### config.mk
export PLATFORM = sky130hd
export DESIGN_NAME = diva
export DESIGN_NICKNAME = d
export VERILOG_FILES = /design/src/rtl/biquad_pkg.sv /design/src/rtl/diva_step.sv /design/src/rtl/diva.sv
export SDC_FILE = /design/constraint.sdc
export NUM_CORES = 1
export LEC_CHECK = 0
export ABC_AREA = 1
export BUFFER_PORTS_ARGS = -buffer_cell sky130_fd_sc_hd__buf_4
export CAP_MARGIN = 40
export CORE_MARGIN = 2
export CORE_UTILIZATION = 35
export CTS_CLUSTER_DIAMETER = 100
export DETAILED_ROUTE_END_ITERATION = 7
export GPL_TIMING_DRIVEN = 0
export PLACE_DENSITY = 0.63
export SYNTH_ARGS = -nofsm -noshare
export SYNTH_HDL_FRONTEND = slang
export SYNTH_SLANG_ARGS = --single-unit
### constraint.sdc
create_clock -name clk -period 3.95 [get_ports clk]
set_input_delay 0.5925 -clock clk [delete_from_list [all_inputs] [get_ports clk]]
set_output_delay 0.5925 -clock clk [all_outputs]
set_load 0.005 [all_outputs]
### src/rtl/biquad_pkg.sv
// Shared definitions for the biquad datapath: default widths, derived-width
// helpers and the sequencing state type used by the multiplier and divider.
package biquad_pkg;

  localparam int DATAWIDTH_DEF = 12;
  localparam int COEFWIDTH_DEF = 16;

  // Product-width operand: sample times coefficient plus two guard bits.
  function automatic int nw_of(input int datawidth, input int coefwidth);
    return datawidth + coefwidth + 2;
  endfunction

  // Coefficient magnitude width (sign bit excluded).
  function automatic int dw_of(input int coefwidth);
    return coefwidth - 1;
  endfunction

  typedef enum logic [1:0] {
    IDLE = 2'd0,
    RUN  = 2'd1,
    DONE = 2'd2
  } state_t;

endpackage

### src/rtl/diva_step.sv
// One restoring-division step: shift in the next dividend bit and subtract
// the divisor when the shifted partial remainder is large enough.
module diva_step #(
  parameter int DW = 15
) (
  input  logic [DW:0]   prem,
  input  logic          nbit,
  input  logic [DW-1:0] d,
  output logic [DW:0]   prem_next,
  output logic          qbit
);

  logic [DW+1:0] shifted;
  logic [DW:0]   trial;

  // The compare uses the full shifted width, so the subtraction only needs to
  // be exact when it is actually taken (result then fits in DW+1 bits).
  assign shifted   = {prem, nbit};
  assign trial     = shifted[DW:0] - {1'b0, d};
  assign qbit      = (shifted >= {2'b00, d});
  assign prem_next = qbit ? trial : shifted[DW:0];

endmodule

### src/rtl/diva.sv
// Sequential unsigned restoring divider: one quotient bit per clock with a
// start/busy/done handshake; divide-by-zero completes immediately with div0.
module diva
  import biquad_pkg::*;
#(
  parameter  int DATAWIDTH = DATAWIDTH_DEF,
  parameter  int COEFWIDTH = COEFWIDTH_DEF,
  localparam int NW        = nw_of(DATAWIDTH, COEFWIDTH),
  localparam int DW        = dw_of(COEFWIDTH)
) (
  input  logic          clk,
  input  logic          nreset,
  input  logic          start,
  input  logic [NW-1:0] n,
  input  logic [DW-1:0] d,
  output logic          busy,
  output logic          done,
  output logic [NW-1:0] q,
  output logic [DW-1:0] r,
  output logic          div0
);

  localparam int CW = $clog2(NW);

  state_t        state, state_next;
  logic [CW-1:0] cnt;
  logic [NW-1:0] n_shift;
  logic [DW-1:0] d_reg;
  logic [DW:0]   prem;
  logic [DW:0]   prem_next;
  logic          qbit;
  logic          accept;

  diva_step #(.DW(DW)) u_step (
    .prem      (prem),
    .nbit      (n_shift[NW-1]),
    .d         (d_reg),
    .prem_next (prem_next),
    .qbit      (qbit)
  );

  assign busy   = (state == RUN);
  assign done   = (state == DONE);
  assign accept = start && (state != RUN);

  // NOTE: every signal written here gets a default first, so no path through
  // the case statement can leave it unassigned and infer a latch.
  always_comb begin
    state_next = state;
    case (state)
      IDLE:    if (start) state_next = (d == '0) ? DONE : RUN;
      RUN:     if (cnt == '0) state_next = DONE;
      DONE:    if (start) state_next = (d == '0) ? DONE : RUN;
               else       state_next = IDLE;
      default: state_next = IDLE;
    endcase
  end

  // NOTE: sequential state uses non-blocking assignments so every register
  // samples pre-edge values regardless of statement or process order.
  always_ff @(posedge clk or negedge nreset) begin
    if (!nreset) state <= IDLE;
    else         state <= state_next;
  end

  // NOTE: these are plain registers, not a memory array, so all of them are
  // cleared by the asynchronous reset, including the result outputs.
  always_ff @(posedge clk or negedge nreset) begin
    if (!nreset) begin
      cnt     <= '0;
      n_shift <= '0;
      d_reg   <= '0;
      prem    <= '0;
      q       <= '0;
      r       <= '0;
      div0    <= 1'b0;
    end else if (accept) begin
      cnt     <= CW'(NW - 1);
      n_shift <= n;
      d_reg   <= d;
      prem    <= '0;
      div0    <= (d == '0);
      // A zero divisor has no iterations, so its result is published now.
      if (d == '0) begin
        q <= '1;
        r <= n[DW-1:0];
      end
    end else if (state == RUN) begin
      n_shift <= {n_shift[NW-2:0], qbit};
      prem    <= prem_next;
      cnt     <= cnt - CW'(1);
      if (cnt == '0) begin
        q <= {n_shift[NW-2:0], qbit};
        r <= prem_next[DW-1:0];
      end
    end
  end

endmodule

==> results of run 1 <==
## routing by layer
metal / GRT usage / vias to the layer above
met1: 0.281 / 2518
met5: 0 / -
met4: 0.0550 / 0
met3: 0.0486 / 20
met2: 0.294 / 184
li1: - / 2693
## worst max-delay path, delay by kind of cell, from the launching register on
| family | cells | cell delay (ns) |
|---|---|---|
| adders and majority gates | 1 | 0.39 |
| buffers and inverters | 3 | 0.28 |
| DFF | 1 | 0.45 |
| and+or+nand+nor | 8 | 1.10 |
## cell usage in the layout, fill, tap and decap left out, types with 2 or more instances in the layout
cell / n
nand2_1: 238
dfrtp_1: 114
inv_1: 109
buf_4: 97
nor2_1: 58
a21oi_1: 34
nand3_1: 33
o21ai_0: 29
o221ai_1: 17
ha_1: 17
clkbuf_16: 17
clkbuf_1: 15
or2_2: 13
buf_2: 11
nand4_1: 10
o211ai_1: 9
nand3_2: 8
nand3b_1: 8
o21ai_1: 8
a31oi_1: 8
xor2_1: 6
clkinvlp_4: 5
clkinv_2: 5
inv_2: 3
nor3_1: 3
nor2_2: 2
nor2_4: 2
nand2_4: 2
o22ai_1: 2
inv_6: 2
## cells by family after synthesis
family	after synthesis
AND/OR/NAND/NOR	383
buffers and inverters	141
flip-flops	114
AO/OA/AOI/OAI	109
adder cells (fa/ha/maj)	18
XOR/XNOR	6
## per-stage QoR
stage | util | setup slack [ns] | std cells | power [mW]
finish | 0.444 | 1.66 | 1124 | 7.08
global route | 0.444 | 1.41 | 1124 | 7.76
CTS | 0.444 | 1.67 | 1124 | 7.10
detailed placement | 0.413 | 1.63 | 1092 | 5.70
global placement | 0.411 | 1.61 | 1091 | 5.65
floorplan | - | 2.08 | 771 | 4.53
## power groups by stage
| stage | clock network [mW] | registers, mW | logic [mW] |
|---|---|---|---|
| floorplan | 0 | 1.95 | 2.58 |
| global placement | 0 | 2.00 | 3.64 |
| detailed placement | 0 | 2.01 | 3.69 |
| CTS | 1.39 | 1.99 | 3.72 |
| global route | 1.45 | 2.06 | 4.25 |
| finish | 1.36 | 2.00 | 3.72 |
## path summary, 6_finish.rpt
path                       startpoint           to  slack [ns]  cells after the start
max reg2reg                  prem[11]         r[6]        1.66                     12
min                            nreset        q[14]        0.11                      1
max                          prem[11]         r[6]        1.66                     12
min in group clk                n[16]  n_shift[16]        0.38                      3
max in group asynchronous      nreset     d_reg[6]        3.16                      2
min reg2reg                  prem[15]     prem[15]        0.47                      2
## final cells by class
class | instances | area [sq um] | share of cell area
Sequential cell | 114 | 2850 | 0.376
Clock inverter | 13 | 88.8 | 0.0117
Timing Repair Buffer | 96 | 744 | 0.0980
Inverter | 112 | 420 | 0.0554
Buffer | 29 | 150 | 0.0198
Clock buffer | 19 | 433 | 0.0570
Tap cell | 225 | 282 | 0.0371
Multi-Input combinational cell | 516 | 2620 | 0.345
==> impl_metrics.yaml, run 1 <==
synthesis:
  synthXorXnorAreaFrac: 0.00869
  synth_fa_ha_area_frac: 0.0385
  async_flop_share: 1.00
  synth_fp_nets: 837
  synth-simple-area-share: 0.279
  yosysWarnings: 0
  synth_most_common_cell: "nand2_1"
  synth_edf_count: 0
  synthMuxAreaShare: 0
  netlist_area_sq_um: 6050
  yosys.area.top_type: "dfrtp_1"
  synth_top_family_by_area: "simple AND/OR/NAND/NOR gates"
  synth_ff_type: "dfrtp_1"
  ys_seq_area_frac: 0.472
  synth_compound_area_frac: 0.108
  yosysUniqueCellTypes: 37
  syn_avg_cell_area_sq_um: 7.84
  netlist_top_cells_count: "238 x nand2_1, 114 x dfrtp_1, 109 x inv_1"
  syn_inst: 771
  netlist.area_leader.share: 0.472
  synthTopCellsByArea: "dfrtp_1 47%, nand2_1 15%, inv_1 6.8%"
  ys_ff_latch: 114
floorplanning:
  dieWidth_um: 135
  ios: 96
  dieArea_sq_um: 18300
  core_area_sq_um: 17100
  start_util: 0.353
  die_h_um: 135
  rows: 48
setup_path:
  cp_cell_sequence: "ha_1 > nand2_1 > inv_1 > nand2_1 > nor3_1 > nand2_2 > nand2_8 > buf_12 > nand3_2 > nand3_1 > nand2_1 > inv_1"
  slowest_stage: "dfrtp_1"
  worstSetupStartpointType: "flip-flop"
  cp.arrival_ns: 2.66
  crit_top_cell: "nand2_1"
  cpPeakStageDelay_ns: 0.45
  path_class: "flip-flop to flip-flop"
  cp_max_fo: 10
  endpoint_kind: "flip-flop"
  crit_required_ns: 4.31
layout:
  final_nets: 952
  drive_gt1_frac: 0.196
  diodes: 0
  syn2layout_area_growth_pct: 25.6
  final.fill_count: 1751
  largest_registers: "n_shift x30, q x30, prem x16"
  stdcell_area_sq_um: 7590
global_routing:
  first_global_vias: 5232
  track_usage: 0.195
  overflow: 0
  antenna_found_initial: 0
  grt_max_degree: 66
  grt_pass1_wl_um: 27500
placement:
  port_buffers: 95
  place_area_sq_um: 7070
  gp_congestion: 0.916
  dp_hpwl_um: 12700
route:
  avgViaCountPerCell: 4.82
  wl_met1_um: 8050
  wire_per_inst_um: 15.0
  top_layer: "met4"
  routed_wl_um: 16900
  drc: 0
  dr.first_iter.drc_count: 429
  ant_nets: 0
  wl_met3_um: 1080
  dr.pass1.iters: 5
  met2_length_um: 7500
  num_vias: 5415
sta:
  hold_viol: 0
  skew_ns: 0.0125
  slew_headroom: 0.585
  fin_tns_setup_ns: 0
  fmax_ghz: 0.436
  setup_viol: 0
  post-route-period-util: 0.580
  rsz0062_at_grt: "false"
  finalMaxSlewViolations: 0
  min_period_ns: 2.29
  tightest_slew_ns: 0.623
  timing.hold.ws_ns: 0.108
clocking:
  root_buffer: "clkbuf_16"
  htree_levels: 4
  path_clk_slew_ns: 0.06
  clock-sinks: 114
  tritoncts: "built"
  clockBufferDepth: 2
  cts_made_buffers: 17
  postCtsResizedCells: 0
  clk_latency_ns: 0.43
  post_cts_buffers: 0
  cts_hold_buf: 0
pwr:
  clkPwrFrac: 0.193
  combPwrFrac: 0.525
  p_sw_mw: 3.15
  peakVddDrop_v: 0.000486
  intPower_mw: 3.93
  swShare: 0.444
  pwr-share-seq: 0.282
  power.density_nw_per_um2: 932
  p_leak_nw: 3.97
worst_hold_path:
  holdCritPathClass: "primary input to asynchronous set/reset pin"
flow_run:
  maxCapViolations: 0
status:
  status: "finished clean"
Power figures use the tool's default switching activity.
==> run 2, diff against run 1 <==
--- a/config.mk
+++ b/config.mk
@@ -13,7 +13,7 @@
 export CTS_CLUSTER_DIAMETER = 100
 export DETAILED_ROUTE_END_ITERATION = 7
 export GPL_TIMING_DRIVEN = 0
-export PLACE_DENSITY = 0.63
+export PLACE_DENSITY = 0.65
 export SYNTH_ARGS = -nofsm -noshare
 export SYNTH_HDL_FRONTEND = slang
 export SYNTH_SLANG_ARGS = --single-unit
==> constraint.sdc (replaced) <==
create_clock -name clk -period 2.1 [get_ports clk]
set_input_delay 0.315 -clock clk [delete_from_list [all_inputs] [get_ports clk]]
set_output_delay 0.315 -clock clk [all_outputs]
set_load 0.005 [all_outputs]
==> impl_metrics.yaml, run 2 (synthesis gave the netlist of run 1 again) <==
global_routing:
  grt_pass1_wl_um: 27400
  first_global_vias: 5269
  grt_max_degree: 70
  track_usage: 0.194
  antenna_found_initial: 0
  overflow: 0
route:
  drc: 0
  routed_wl_um: 17400
  dr.pass1.iters: 5
  wl_met3_um: 975
  wire_per_inst_um: 15.3
  top_layer: "met4"
  ant_nets: 0
  dr.first_iter.drc_count: 362
  wl_met1_um: 8300
  num_vias: 5494
  avgViaCountPerCell: 4.83
  met2_length_um: 7700
layout:
  final_common_cell: "nand2_1"
  diodes: 0
  largest_registers: "n_shift x30, q x30, prem x16"
  layout_common_cells: "227 x nand2_1, 109 x buf_4, 107 x dfrtp_1, 100 x inv_1, 54 x nor2_1"
  syn2layout_area_growth_pct: 34.3
  final_nets: 968
  fin_util: 0.474
  drive_gt1_frac: 0.273
  final.fill_count: 1675
setup_path:
  endpoint_kind: "flip-flop"
  cp.arrival_ns: 2.37
  crit_required_ns: 2.41
  reg2reg_slack_ns: 0.04
  cp_max_fo: 4
  worstSetupStartpointType: "flip-flop"
  path_class: "flip-flop to flip-flop"
placement:
  port_buffers: 95
  dp_hpwl_um: 12800
  gp_congestion: 0.883
  dp_slack_ns: -0.155
clocking:
  cts_made_buffers: 17
  root_buffer: "clkbuf_16"
  tritoncts: "built"
  path_clk_slew_ns: 0.06
  clk_latency_ns: 0.42
  clockBufferDepth: 2
  clock-sinks: 114
  htree_levels: 4
floorplanning:
  die_h_um: 135
  core_area_sq_um: 17100
  start_util: 0.353
  rows: 48
  ios: 96
  dieWidth_um: 135
  dieArea_sq_um: 18300
sta:
  tightest_slew_ns: 0.620
  hold_viol: 0
  setup_viol: 0
  post-route-period-util: 0.980
  skew_ns: 0.00750
  min_period_ns: 2.06
  slew_headroom: 0.587
  finalMaxSlewViolations: 0
  fmax_ghz: 0.486
  rsz0062_at_grt: "true"
  setup_ws_ns: 0.0427
pwr:
  clkPwrFrac: 0.180
  combPwrFrac: 0.562
  swShare: 0.433
  p_sw_mw: 6.45
  pwr-share-seq: 0.258
  peakVddDrop_v: 0.000888
  p_leak_nw: 4.11
  intPower_mw: 8.43
  power.density_nw_per_um2: 1830
worst_hold_path:
  holdCritPathClass: "primary input to flip-flop"
status:
  status: "finished clean"
flow_run:
  maxCapViolations: 0
## run 2: power by group through the flow
stage,clock [mW],sequential [mW],combinational [mW]
final,2.68,3.84,8.36
after floorplan,0,3.66,4.85
after global placement,0,3.77,6.86
after CTS,2.72,3.78,7.26
after global routing,2.82,3.94,9.33
after detailed placement,0,3.79,6.97
## run 2: cell type report
class | instances | area [sq um] | share of cell area
clock inverters | 3 | 20.0 | 0.00247
inverters | 112 | 423 | 0.0521
clock buffers | 27 | 533 | 0.0656
plain buffers | 29 | 153 | 0.0188
repair buffers | 111 | 890 | 0.110
well taps | 225 | 282 | 0.0347
multi-input cells | 517 | 2960 | 0.364
flip-flops and latches | 114 | 2860 | 0.352
## run 2: per-layer routing
metal	global-route usage	up-vias
met5	0	-
met4	0.0718	0
met3	0.0355	28
met2	0.289	166
met1	0.282	2578
li1	-	2722
## run 2: worst max-delay path, cell delays in order (launching register included)
cell	delay, ns
dfrtp_1	0.37
inv_2	0.10
ha_4	0.15
inv_4	0.04
fa_2	0.41
nand2_4	0.11
nand2_2	0.06
nand3_2	0.11
nand2_4	0.10
nand2_2	0.08
nand2_1	0.05
nand2_1	0.05
nand2_1	0.06
nand3_2	0.07
nand3b_1	0.09
nand2_1	0.07
inv_1	0.04
## run 2: what timing repair did
item | 4_1_cts | 5_1_grt
hold buffers | 1 | 0
gates cloned | 0 | 2
endpoints found under the hold margin | 45 | 0
endpoints found under the setup margin | 32 | 79
pin swaps | 2 | 13
resized for setup | 12 | 64
buffers inserted | 4 | 9
## run 2: final timing paths
check	to	from	cells past startpoint
setup / recovery	r[10]	n_shift[29]	16
hold / removal	n_shift[20]	n[20]	3
setup reg to reg	r[10]	n_shift[29]	16
hold reg to reg	q[23]	q[23]	2
max in group asynchronous	prem[2]	nreset	3
min in group asynchronous	r[5]	nreset	2
## run 2: per-stage QoR
stage | total power, mW | hold WS (ns) | cells | area, sq um | setup TNS, ns
after CTS | 13.8 | 0.102 | 1127 | 7740 | 0
after floorplan | 8.51 | 0.0194 | 771 | 6050 | 0
after global routing | 16.1 | 0.106 | 1138 | 8120 | -0.669
after detailed placement | 10.8 | 0.274 | 1092 | 7070 | -2.45
final | 14.9 | 0.107 | 1138 | 8120 | 0
after global placement | 10.6 | 0.460 | 1091 | 7040 | -2.04
==> run 3, diff against run 2 <==
--- a/config.mk
+++ b/config.mk
@@ -13,7 +13,8 @@
 export CTS_CLUSTER_DIAMETER = 100
 export DETAILED_ROUTE_END_ITERATION = 7
 export GPL_TIMING_DRIVEN = 0
-export PLACE_DENSITY = 0.65
+export PLACE_DENSITY = 0.63
+export SLEW_MARGIN = 20
 export SYNTH_ARGS = -nofsm -noshare
 export SYNTH_HDL_FRONTEND = slang
 export SYNTH_SLANG_ARGS = --single-unit
==> constraint.sdc (replaced) <==
create_clock -name clk -period 2.2 [get_ports clk]
set_input_delay 0.33 -clock clk [delete_from_list [all_inputs] [get_ports clk]]
set_output_delay 0.33 -clock clk [all_outputs]
set_load 0.005 [all_outputs]
==> impl_metrics.yaml, run 3 (synthesis gave the netlist of run 1 again) <==
placement:
  dp_slack_ns: -0.0383
  place_area_sq_um: 7070
  dp_hpwl_um: 12700
  port_buffers: 95
  gp_congestion: 0.916
pwr:
  total_power_mw: 13.2
  intPower_mw: 7.38
  combPwrFrac: 0.542
  power.density_nw_per_um2: 1690
  clkPwrFrac: 0.185
  p_leak_nw: 4.01
  pwr-share-seq: 0.273
  peakVddDrop_v: 0.000824
  p_sw_mw: 5.87
  swShare: 0.443
route:
  dr.pass1.iters: 5
  drc: 0
  ant_nets: 0
  dr.first_iter.drc_count: 464
  avgViaCountPerCell: 4.82
  num_vias: 5443
  wire_per_inst_um: 15.1
  routed_wl_um: 17000
setup_path:
  worstSetupStartpointType: "flip-flop"
  slowest_stage: "dfrtp_1"
  crit_top_cell: "nand2_1"
  endpoint_kind: "flip-flop"
  crit_required_ns: 2.56
  cpPeakStageDelay_ns: 0.44
  path_class: "flip-flop to flip-flop"
  cp_max_fo: 10
  cp_cell_sequence: "ha_1 > nand2_1 > nor2_1 > nand2_1 > o21ai_2 > nor2_4 > nand2_8 > buf_12 > nand3_2 > nand3_1 > nand2_1 > inv_1"
  cp.arrival_ns: 2.42
layout:
  fin_util: 0.457
  drive_gt1_frac: 0.228
  syn2layout_area_growth_pct: 29.4
  stdcell_area_sq_um: 7820
  final.fill_count: 1712
  largest_registers: "n_shift x30, q x30, prem x16"
  layout_common_cells: "234 x nand2_1, 114 x dfrtp_1, 107 x inv_1, 101 x buf_4, 55 x nor2_1"
  diodes: 0
  final_nets: 957
  final_common_cell: "nand2_1"
global_routing:
  use_met1: 0.282
  use_met3: 0.0498
  grt_pass1_wl_um: 27700
  track_usage: 0.196
  grt_max_degree: 66
  first_global_vias: 5266
  grt.met2_usage: 0.295
  antenna_found_initial: 0
  overflow: 0
  busiest_layer: "met2"
floorplanning:
  die_h_um: 135
  core_area_sq_um: 17100
  rows: 48
  dieArea_sq_um: 18300
  ios: 96
  start_util: 0.353
  dieWidth_um: 135
clocking:
  clk_latency_ns: 0.42
  clockBufferDepth: 2
  path_clk_slew_ns: 0.06
  cts_made_buffers: 17
  clock-sinks: 114
  root_buffer: "clkbuf_16"
  tritoncts: "built"
  htree_levels: 4
sta:
  finalMaxSlewViolations: 0
  skew_ns: 0.00933
  post-route-period-util: 0.935
  setup_viol: 0
  setup_ws_ns: 0.144
  rsz0062_at_grt: "true"
  min_period_ns: 2.06
  hold_viol: 0
  tightest_slew_ns: 0.585
  timing.hold.ws_ns: 0.119
  fmax_ghz: 0.486
  slew_headroom: 0.610
status:
  status: "finished clean"
flow_run:
  maxCapViolations: 0
worst_hold_path:
  holdCritPathClass: "primary input to flip-flop"
run 3: stage by stage:
stage                     std cells  setup TNS [ns]
after CTS                      1129               0
after global placement         1091          -0.772
after detailed placement       1092          -0.225
after global routing           1129         -0.0362
after floorplan                 771               0
final                          1129               0
run 3: routing by layer:
metal	part of all wire	routed length (um)
met1	0.48	8110
met2	0.45	7600
met3	0.063	1070
met4	0.014	240
met5	0	0
run 3: path summary, 6_finish.rpt:
kind	startpoint	end	slack [ns]	depth (start not counted)
setup / recovery	prem[12]	r[6]	0.14	12
max in group asynchronous	nreset	d_reg[6]	1.11	3
hold reg to reg	prem[15]	prem[15]	0.47	2
hold / removal	n[16]	n_shift[16]	0.12	3
setup reg to reg	prem[12]	r[6]	0.14	12
min in group asynchronous	nreset	q[14]	0.42	2
run 3: critical path, delay by kind of cell, from the launching register on:
kind	cells	cell delay, ns
AOI/OAI and AO/OA	1	0.18
adders and majority gates	1	0.38
buffers and inverters	2	0.19
DFF	1	0.44
and+or+nand+nor	8	0.78
run 3: final cells by class:
type                            count  area [sq um]  share of cell area
Sequential cell                   114          2850               0.365
Multi-Input combinational cell    516          2810               0.359
Timing Repair Buffer              101           785               0.100
Clock buffer                       19           433              0.0553
Inverter                          112           420              0.0537
Tap cell                          225           282              0.0360
Buffer                             29           151              0.0194
Clock inverter                     13          88.8              0.0114
run 3: power by group through the flow:
stage	Clock, mW	Sequential [mW]	Combinational [mW]
final	2.45	3.62	7.18
after global placement	0	3.60	6.54
after CTS	2.49	3.58	6.72
after global routing	2.60	3.74	8.15
after detailed placement	0	3.61	6.62
after floorplan	0	3.50	4.63
run 3: repair_timing:
action,in CTS,in global routing
pin swaps,2,1
setup buffers,4,0
hold endpoints to repair,49,0
setup endpoints to repair,20,60
resized for setup,0,33
hold buffers,1,0
